--- src/rtl/reg_writeback_arb_pkg.sv ---
// Shared widths, defaults and types for the regfile writeback arbiter.
package reg_writeback_arb_pkg;

    localparam int unsigned WB_ADDR_W     = 7;
    localparam int unsigned WB_DATA_W     = 64;
    localparam int unsigned WB_FIFO_DEPTH = 4;
    localparam int unsigned WB_STARVE_LIM = 8;

    typedef struct packed {
        logic [WB_ADDR_W-1:0] addr;
        logic [WB_DATA_W-1:0] data;
    } wb_entry_t;

    typedef enum logic [1:0] {
        SelNone,
        SelAlu,
        SelLoad
    } wb_sel_e;

endpackage

--- src/rtl/reg_writeback_arb_wb_fifo.sv ---
// Synchronous FIFO of load results {addr, data}; exposes per-entry valid/addr for hazard lookup.
module reg_writeback_arb_wb_fifo
    import reg_writeback_arb_pkg::*;
#(
    parameter int unsigned DEPTH = WB_FIFO_DEPTH
) (
    input  logic                              clk,
    input  logic                              reset,
    input  logic                              push,
    input  logic [WB_ADDR_W-1:0]              push_addr,
    input  logic [WB_DATA_W-1:0]              push_data,
    input  logic                              pop,
    output logic [WB_ADDR_W-1:0]              head_addr,
    output logic [WB_DATA_W-1:0]              head_data,
    output logic                              empty,
    output logic [$clog2(DEPTH):0]            count,
    output logic [DEPTH-1:0]                  entry_valid,
    output logic [DEPTH-1:0][WB_ADDR_W-1:0]   entry_addr
);

    localparam int unsigned PtrW = $clog2(DEPTH);
    localparam int unsigned CntW = PtrW + 1;

    wb_entry_t       mem_q [DEPTH];
    wb_entry_t       mem_d [DEPTH];
    logic [PtrW-1:0] wr_ptr_q, wr_ptr_d;
    logic [PtrW-1:0] rd_ptr_q, rd_ptr_d;
    logic [CntW-1:0] count_q, count_d;

    always_comb begin
        mem_d    = mem_q;
        wr_ptr_d = wr_ptr_q;
        rd_ptr_d = rd_ptr_q;
        count_d  = count_q;
        if (push) begin
            mem_d[wr_ptr_q] = '{addr: push_addr, data: push_data};
            wr_ptr_d        = wr_ptr_q + PtrW'(1);
        end
        if (pop) begin
            rd_ptr_d = rd_ptr_q + PtrW'(1);
        end
        case ({push, pop})
            2'b10:   count_d = count_q + CntW'(1);
            2'b01:   count_d = count_q - CntW'(1);
            default: count_d = count_q;
        endcase
    end

    always_ff @(posedge clk or posedge reset) begin
        if (reset) begin
            for (int i = 0; i < DEPTH; i++) begin
                mem_q[i] <= '0;
            end
            wr_ptr_q <= '0;
            rd_ptr_q <= '0;
            count_q  <= '0;
        end else begin
            mem_q    <= mem_d;
            wr_ptr_q <= wr_ptr_d;
            rd_ptr_q <= rd_ptr_d;
            count_q  <= count_d;
        end
    end

    assign head_addr = mem_q[rd_ptr_q].addr;
    assign head_data = mem_q[rd_ptr_q].data;
    assign empty     = (count_q == '0);
    assign count     = count_q;

    // Slot i is live when its distance from the read pointer is below the fill level.
    always_comb begin
        logic [PtrW-1:0] offset;
        offset      = '0;
        entry_valid = '0;
        entry_addr  = '0;
        for (int i = 0; i < DEPTH; i++) begin
            offset         = PtrW'(i) - rd_ptr_q;
            entry_valid[i] = ({1'b0, offset} < count_q);
            entry_addr[i]  = mem_q[i].addr;
        end
    end

endmodule

--- src/rtl/reg_writeback_arb.sv ---
// Regfile writeback arbiter: ALU stream has priority, loads are buffered and
// forced through after a bounded wait; also reports pending-write hazards.
module reg_writeback_arb
    import reg_writeback_arb_pkg::*;
#(
    parameter int unsigned FIFO_DEPTH = WB_FIFO_DEPTH,
    parameter int unsigned STARVE_LIM = WB_STARVE_LIM
) (
    input  logic        clk,
    input  logic        reset,
    input  logic        alu_valid,
    input  logic [6:0]  alu_addr,
    input  logic [63:0] alu_data,
    output logic        alu_stall,
    input  logic        ld_valid,
    output logic        ld_ready,
    input  logic [6:0]  ld_addr,
    input  logic [63:0] ld_data,
    input  logic [6:0]  addr_a,
    input  logic [6:0]  addr_b,
    output logic        busy_a,
    output logic        busy_b,
    output logic [6:0]  addr_c,
    output logic [63:0] regport_c,
    output logic        write_regc
);

    localparam int unsigned PtrW    = $clog2(FIFO_DEPTH);
    localparam int unsigned CntW    = PtrW + 1;
    localparam int unsigned StarveW = $clog2(STARVE_LIM + 1);

    logic                                  fifo_push;
    logic                                  fifo_pop;
    logic                                  fifo_empty;
    logic [CntW-1:0]                       fifo_count;
    logic [WB_ADDR_W-1:0]                  head_addr;
    logic [WB_DATA_W-1:0]                  head_data;
    logic [FIFO_DEPTH-1:0]                 entry_valid;
    logic [FIFO_DEPTH-1:0][WB_ADDR_W-1:0]  entry_addr;

    logic                 force_load;
    wb_sel_e              sel;
    logic [StarveW-1:0]   starve_cnt_q, starve_cnt_d;
    logic [WB_ADDR_W-1:0] addr_c_q, addr_c_d;
    logic [WB_DATA_W-1:0] data_c_q, data_c_d;
    logic                 write_c_q, write_c_d;

    reg_writeback_arb_wb_fifo #(
        .DEPTH (FIFO_DEPTH)
    ) u_fifo (
        .clk         (clk),
        .reset       (reset),
        .push        (fifo_push),
        .push_addr   (ld_addr),
        .push_data   (ld_data),
        .pop         (fifo_pop),
        .head_addr   (head_addr),
        .head_data   (head_data),
        .empty       (fifo_empty),
        .count       (fifo_count),
        .entry_valid (entry_valid),
        .entry_addr  (entry_addr)
    );

    // Ready depends on the current fill only, so a same-cycle pop never frees a slot early.
    assign ld_ready  = (fifo_count < CntW'(FIFO_DEPTH));
    assign fifo_push = ld_valid && ld_ready;

    assign force_load = (starve_cnt_q == StarveW'(STARVE_LIM)) && !fifo_empty;
    assign alu_stall  = force_load;

    always_comb begin
        sel = SelNone;
        if (force_load) begin
            sel = SelLoad;
        end else if (alu_valid) begin
            sel = SelAlu;
        end else if (!fifo_empty) begin
            sel = SelLoad;
        end
    end

    assign fifo_pop = (sel == SelLoad);

    always_comb begin
        addr_c_d  = addr_c_q;
        data_c_d  = data_c_q;
        write_c_d = 1'b0;
        unique case (sel)
            SelAlu: begin
                addr_c_d  = alu_addr;
                data_c_d  = alu_data;
                write_c_d = 1'b1;
            end
            SelLoad: begin
                addr_c_d  = head_addr;
                data_c_d  = head_data;
                write_c_d = 1'b1;
            end
            default: ;
        endcase
    end

    always_comb begin
        starve_cnt_d = starve_cnt_q;
        if (fifo_empty || fifo_pop) begin
            starve_cnt_d = '0;
        end else if (starve_cnt_q != StarveW'(STARVE_LIM)) begin
            starve_cnt_d = starve_cnt_q + StarveW'(1);
        end
    end

    always_ff @(posedge clk or posedge reset) begin
        if (reset) begin
            starve_cnt_q <= '0;
            addr_c_q     <= '0;
            data_c_q     <= '0;
            write_c_q    <= 1'b0;
        end else begin
            starve_cnt_q <= starve_cnt_d;
            addr_c_q     <= addr_c_d;
            data_c_q     <= data_c_d;
            write_c_q    <= write_c_d;
        end
    end

    assign addr_c     = addr_c_q;
    assign regport_c  = data_c_q;
    assign write_regc = write_c_q;

    // A register is busy while a load for it is buffered or its write is on the port.
    always_comb begin
        busy_a = write_c_q && (addr_c_q == addr_a);
        busy_b = write_c_q && (addr_c_q == addr_b);
        for (int i = 0; i < FIFO_DEPTH; i++) begin
            if (entry_valid[i] && (entry_addr[i] == addr_a)) busy_a = 1'b1;
            if (entry_valid[i] && (entry_addr[i] == addr_b)) busy_b = 1'b1;
        end
    end

endmodule

--- config.mk ---
export PLATFORM = sky130hd
export DESIGN_NAME = reg_writeback_arb
export DESIGN_NICKNAME = d
export VERILOG_FILES = /design/src/rtl/reg_writeback_arb_pkg.sv /design/src/rtl/reg_writeback_arb_wb_fifo.sv /design/src/rtl/reg_writeback_arb.sv
export SDC_FILE = /design/constraint.sdc
export NUM_CORES = 1
export LEC_CHECK = 0
export BUFFER_PORTS_ARGS = -buffer_cell sky130_fd_sc_hd__buf_4
export CAP_MARGIN = 40
export CORE_ASPECT_RATIO = 1.4
export CORE_UTILIZATION = 30
export DETAILED_ROUTE_END_ITERATION = 7
export GPL_TIMING_DRIVEN = 0
export HOLD_SLACK_MARGIN = 0.15
export MAX_ROUTING_LAYER = met4
export PLACE_DENSITY = 0.52
export SYNTH_ARGS = -nofsm -noshare
export SYNTH_HDL_FRONTEND = slang
export SYNTH_HIERARCHICAL = 1
export SYNTH_SLANG_ARGS = --single-unit
export TNS_END_PERCENT = 100
--- constraint.sdc ---
create_clock -name clk -period 14.7 [get_ports clk]
set_input_delay 3.675 -clock clk [delete_from_list [all_inputs] [get_ports clk]]
set_output_delay 3.675 -clock clk [all_outputs]
set_load 0.01 [all_outputs]
==> results.cfg, run 1 <==
[setup_path]
crit_type = in -> out
start_kind = primary input
endpoint_kind = output port
worst_ep_arrival_time_ns = 4.84
crit_chain = buf_6 > xor2_1 > nor4_1 > nand4_1 > o21ai_1 > or3_1 > buf_4
cp_slowest_stage_delay_ns = 0.39
slowest_stage = or3_1
path_max_fanout = 5
cpLargestDelayFamily = simple AND/OR/NAND/NOR gates
required_ns = 11.02
critPathBufInv = 2

[sta]
layout_min_cycle_time_ns = 8.515
hold_viol_final = 0
hold_slack_ns = 0.4841
worst-slew-pin-transition_ns = 0.7935
slew_viol_final = 0
slew_headroom = 0.4669
rsz0062_at_grt = false
clock.fmax_ghz = 0.1174
setup_ws_ns = 6.185
finalCritPeriodShare = 0.5793
setup_violations = 0
fin_worst_skew_ns = 0.02547

[cts]
post-cts-setup-buffers = 0
htreeDepth = 2
cts_tree = done
cts_resized = 0
clock_latency_ns = 0.56
clock_path_buffers = 3
clock_sinks = 367
path_clk_slew_ns = 0.06
cts_buffers = 41
cts_root_buf = clkbuf_16
cts-hold-fix-buffers = 0

[place]
hpwl_um = 34700
dp.cells = 2189
numPortBuffers = 221
pre_cts_ws_ns = 6.180
gp_congestion = 0.8974

[global_routing]
grt_pass1_vias = 11790
grt_usage = 0.1720
grt_max_degree = 115
overflow = 0
grt_pass1_wl_um = 72980
grt_antenna_before_repair = 5

[floorplan]
die_x_um = 205.3
coreArea_um2 = 57390
die_h_um = 286.6
die-area_um2 = 58850
io-pin-count = 236
rows = 104
start_util = 0.3025

[power_and_ir_drop]
totalPowerFinal_mw = 4.774
leakage_nw = 9.331
p_comb_frac = 0.413
p_sw_mw = 1.569
netSwitchingFraction = 0.3286
p_clk_frac = 0.210
ir_drop_mv = 0.09403
power_frac_seq = 0.377
intPower_mw = 3.205
p_per_area_nw_per_um2 = 223.5

[yosys]
yosysSeqAreaShare = 0.5290
yosys_warnings = 6
synth_area_per_cell_um2 = 14.19
synth.distinct_cells = 29
synthCells = 1223
syn_nets = 1396
syn-cell-area_um2 = 17360
ys_ff_latch = 367

[final_layout]
final_cells = 2265
area_growth_pct = 23.03
drive_above_1_share = 0.4954
nNetsFinal = 1663

[route]
drt-pass1-iter-count = 4
num_vias = 10720
routed_wl_um = 48230
drcViolationCount = 0
wire_per_inst_um = 21.29
drt.antenna.violating_nets = 0
drt-initial-drc-count = 346
viasPerCell = 4.731

[min_path]
hp-class = reg -> reg

[flow_run]
maxCapViolCount = 0

[outcome]
status = finished, final reports clean
-- synthesized netlist by cell type --
cell type,instances,area [µm²]
nor3_1,5,25.02
o21ai_1,2,10.01
buf_2,42,210.2
clkbuf_1,15,56.30
nor2_1,9,33.78
mux2_2,285,3209
xor2_1,30,262.8
or3_1,2,12.51
nor2b_1,1,6.260
buf_6,8,90.09
fa_1,1,20.02
nand3_1,1,5.000
ha_1,12,150.1
o21bai_1,1,7.510
nand4_1,16,100.1
a21oi_1,6,30.03
nand2_1,77,289.0
buf_4,46,345.3
nand2_2,4,25.02
nand2b_1,1,6.260
mux4_2,71,1599
buf_12,3,60.06
o21ai_0,76,380.4
nor4_1,4,25.02
or2_2,4,25.02
dfrtp_1,367,9184
xnor2_1,49,429.2
mux2i_1,71,710.7
inv_1,14,52.55
-- through the flow --
step                      TNS (ns)  area (µm²)  utilization
after floorplan                  0       17360            -
after global placement      -64.02       19950       0.3476
after detailed placement         0       20040       0.3492
after CTS                        0       21350       0.3720
after global routing             0       21360       0.3722
final                            0       21360       0.3722
-- path summary, 6_finish.rpt --
path / depth (start not counted) / to / startpoint / slack, ns
max: 7 / busy_b / addr_b[2] / 6.18
min reg2reg: 2 / regport_c[61] / regport_c[61] / 0.48
max in group asynchronous: 3 / u_fifo/mem_q[62] / reset / 10.52
min: 2 / regport_c[61] / regport_c[61] / 0.48
max reg2reg: 8 / regport_c[30] / u_fifo/count[0] / 11.37
min in group asynchronous: 2 / u_fifo/mem_q[166] / reset / 3.18
-- cell families (layout without fill, tap and decap cells) --
family	count (synthesis)	in the layout	synth area share
buf+inv	128	423	0.04692
fa+ha+maj	13	13	0.009802
compound gates	85	85	0.02465
mux	427	427	0.3179
flops	367	367	0.5290
xor+xnor	79	79	0.03986
other cells	0	5	0
simple gates	124	124	0.03186
-- routing by layer --
| layer | up-vias | track usage | share of wire |
|---|---|---|---|
| li1 | 4890 | - | - |
| met1 | 5569 | 0.2042 | 0.41 |
| met2 | 193 | 0.2938 | 0.52 |
| met3 | 63 | 0.03077 | 0.046 |
| met4 | 0 | 0.05426 | 0.026 |
| met5 | - | - | 0 |
-- power groups by stage --
stage,Combinational [mW],Clock (mW),Sequential (mW)
3_3_place_gp,1.98,0,1.79
3_5_place_dp,2.02,0,1.82
5_1_grt,2.15,1.08,1.86
6_report,1.97,1.00,1.80
4_1_cts,2.03,1.04,1.80
2_1_floorplan,1.37,0,1.77
-- worst register-to-register path, cell delays in order (launching register included) --
cell	delay, ns
dfrtp_1	0.45
nor3_1	0.68
o21ai_0	0.22
ha_1	0.34
buf_2	0.31
buf_2	0.42
clkbuf_1	0.58
nand2_1	0.13
o21ai_0	0.10
-- final cells by class --
| cell class | instances | area [µm²] |
|---|---|---|
| multi-input combinational | 728 | 7362 |
| timing repair buffer | 224 | 1742 |
| clock buffer | 58 | 1202 |
| fill | 5499 | 36030 |
| buffer | 114 | 762.0 |
| antenna | 5 | 12.51 |
| clock inverter | 13 | 102.6 |
| sequential | 367 | 9184 |
| inverter | 14 | 62.56 |
| tap | 742 | 928.4 |
-- state kept, by name, summed over array words and instances (netlist names) --
register,cells
addr_c,7
regport_c,64
starve_cnt_q,4
u_fifo/count,3
u_fifo/entry_addr,28
u_fifo/mem_q,256
u_fifo/rd_ptr_q,2
u_fifo/wr_ptr_q,2
write_regc,1
-- layout by cell type, fill, tap and decap left out, types with 9 or more instances in the layout --
cell type  instances
ha_1              12
xnor2_1           49
dfrtp_1          367
o21ai_0           76
nor2_1             9
buf_4            267
clkbuf_16         43
nand2_1           77
clkbuf_1          23
inv_1             12
buf_2             42
mux4_2            71
mux2_2           285
nand4_1           16
mux2i_1           71
xor2_1            30
(Power assumes the default switching activity.)
==> inputs of run 2 (changes only) <==
==> constraint.sdc (replaced) <==
create_clock -name clk -period 8.75 [get_ports clk]
set_input_delay 2.1875 -clock clk [delete_from_list [all_inputs] [get_ports clk]]
set_output_delay 2.1875 -clock clk [all_outputs]
set_load 0.01 [all_outputs]
==> results.cfg, run 2 (synthesis gave the netlist of run 1 again) <==
[outcome]
status = finished, final reports clean

[setup_path]
critPathBufInv = 2
crit_type = in -> out
required_ns = 6.56
start_kind = primary input
endpoint_kind = output port
worst_ep_arrival_time_ns = 3.36
cpLargestDelayFamily = simple AND/OR/NAND/NOR gates
crit_chain = buf_6 > xor2_1 > nor4_1 > nand4_1 > o21ai_1 > or3_1 > buf_4
slowest_stage = or3_1
cp_slowest_stage_delay_ns = 0.39
path_max_fanout = 5

[global_routing]
grt_usage = 0.1730
grt_pass1_vias = 11760
overflow = 0
grt_pass1_wl_um = 73270
grt_antenna_before_repair = 4
grt_max_degree = 49

[cts]
cts-hold-fix-buffers = 0
cts_resized = 0
htreeDepth = 2
clock_sinks = 367
clock_latency_ns = 0.55
cts_buffers = 41
cts_tree = done
path_clk_slew_ns = 0.07
cts_root_buf = clkbuf_16
post-cts-setup-buffers = 0
clock_path_buffers = 3

[route]
num_vias = 10790
drcViolationCount = 0
drt-initial-drc-count = 356
drt-pass1-iter-count = 4
routed_wl_um = 48460
viasPerCell = 4.753
wire_per_inst_um = 21.36
drt.antenna.violating_nets = 0

[min_path]
hp-class = reg -> reg

[floorplan]
die_h_um = 286.6
io-pin-count = 236
die_x_um = 205.3
coreArea_um2 = 57390
start_util = 0.3025
rows = 104
die-area_um2 = 58850

[final_layout]
layout_commonest_cell = dfrtp_1
largest_register_ffs = 256
drive_above_1_share = 0.4974
layout_common_cells = 367 x dfrtp_1, 285 x mux2_2, 267 x buf_4, 77 x nand2_1, 76 x o21ai_0
area_growth_pct = 23.91
regMostFlops = u_fifo/mem_q
nNetsFinal = 1669
final_util = 0.3749

[place]
gp_congestion = 0.8730
hpwl_um = 35170
numPortBuffers = 221
pre_cts_ws_ns = 3.218

[power_and_ir_drop]
ir_drop_mv = 0.1292
leakage_nw = 9.388
p_per_area_nw_per_um2 = 376.4

[sta]
slew_viol_final = 0
fin_worst_skew_ns = 0.01789
fin_tns_setup_ns = 0
rsz0062_at_grt = false
hold_viol_final = 0
setup_ws_ns = 3.199
clock.fmax_ghz = 0.1802
worst-slew-pin-transition_ns = 0.7883
layout_min_cycle_time_ns = 5.551
slew_headroom = 0.4704
finalCritPeriodShare = 0.6344
setup_violations = 0

[flow_run]
maxCapViolCount = 0
## run 2: cell type report
class	instances	area, µm²
Antenna cell	3	7.507
Clock inverter	13	182.7
Clock buffer	58	1180
Multi-Input combinational cell	728	7362
Fill cell	5534	35870
Buffer	114	762.0
Inverter	14	58.81
Timing Repair Buffer	230	1847
Tap cell	742	928.4
Sequential cell	367	9184
## run 2: final timing paths
check,startpoint,to,cells after the start,slack (ns)
max in group asynchronous,reset,u_fifo/mem_q[130],5,6.12
min in group asynchronous,reset,u_fifo/mem_q[95],2,1.59
min reg2reg,regport_c[61],regport_c[61],2,0.48
max reg2reg,u_fifo/count[2],regport_c[51],8,5.39
max,addr_b[2],busy_b,7,3.20
min,regport_c[61],regport_c[61],2,0.48
## run 2: tightest hold or removal path, cell delays in order, from the launching register on
cell	delay (ns)
dfrtp_1	0.35
nand2_1	0.05
o21ai_0	0.05
## run 2: through the flow
step | instance area, µm² | std cells | hold slack [ns] | total power [mW]
after floorplan | 17360 | 1223 | 0.4728 | 5.270
after global placement | 19950 | 2186 | 0.4672 | 6.324
after detailed placement | 20140 | 2195 | 0.4758 | 6.434
after CTS | 21500 | 2266 | 0.4916 | 8.250
after global routing | 21510 | 2269 | 0.4987 | 8.618
final | 21510 | 2269 | 0.4848 | 8.096
## run 2: per-layer routing
metal,GRT usage,share of wire,vias to the layer above
met3,0.02930,0.040,64
li1,-,-,4905
met1,0.2036,0.41,5625
met4,0.04926,0.023,0
met2,0.3012,0.52,191
met5,-,0,-
## run 2: report_power, final
| part | internal, mW | switching (mW) | total, mW |
|---|---|---|---|
| combinational | 1.85 | 1.45 | 3.30 |
| clock | 1.06 | 0.720 | 1.78 |
| sequential | 2.55 | 0.469 | 3.02 |
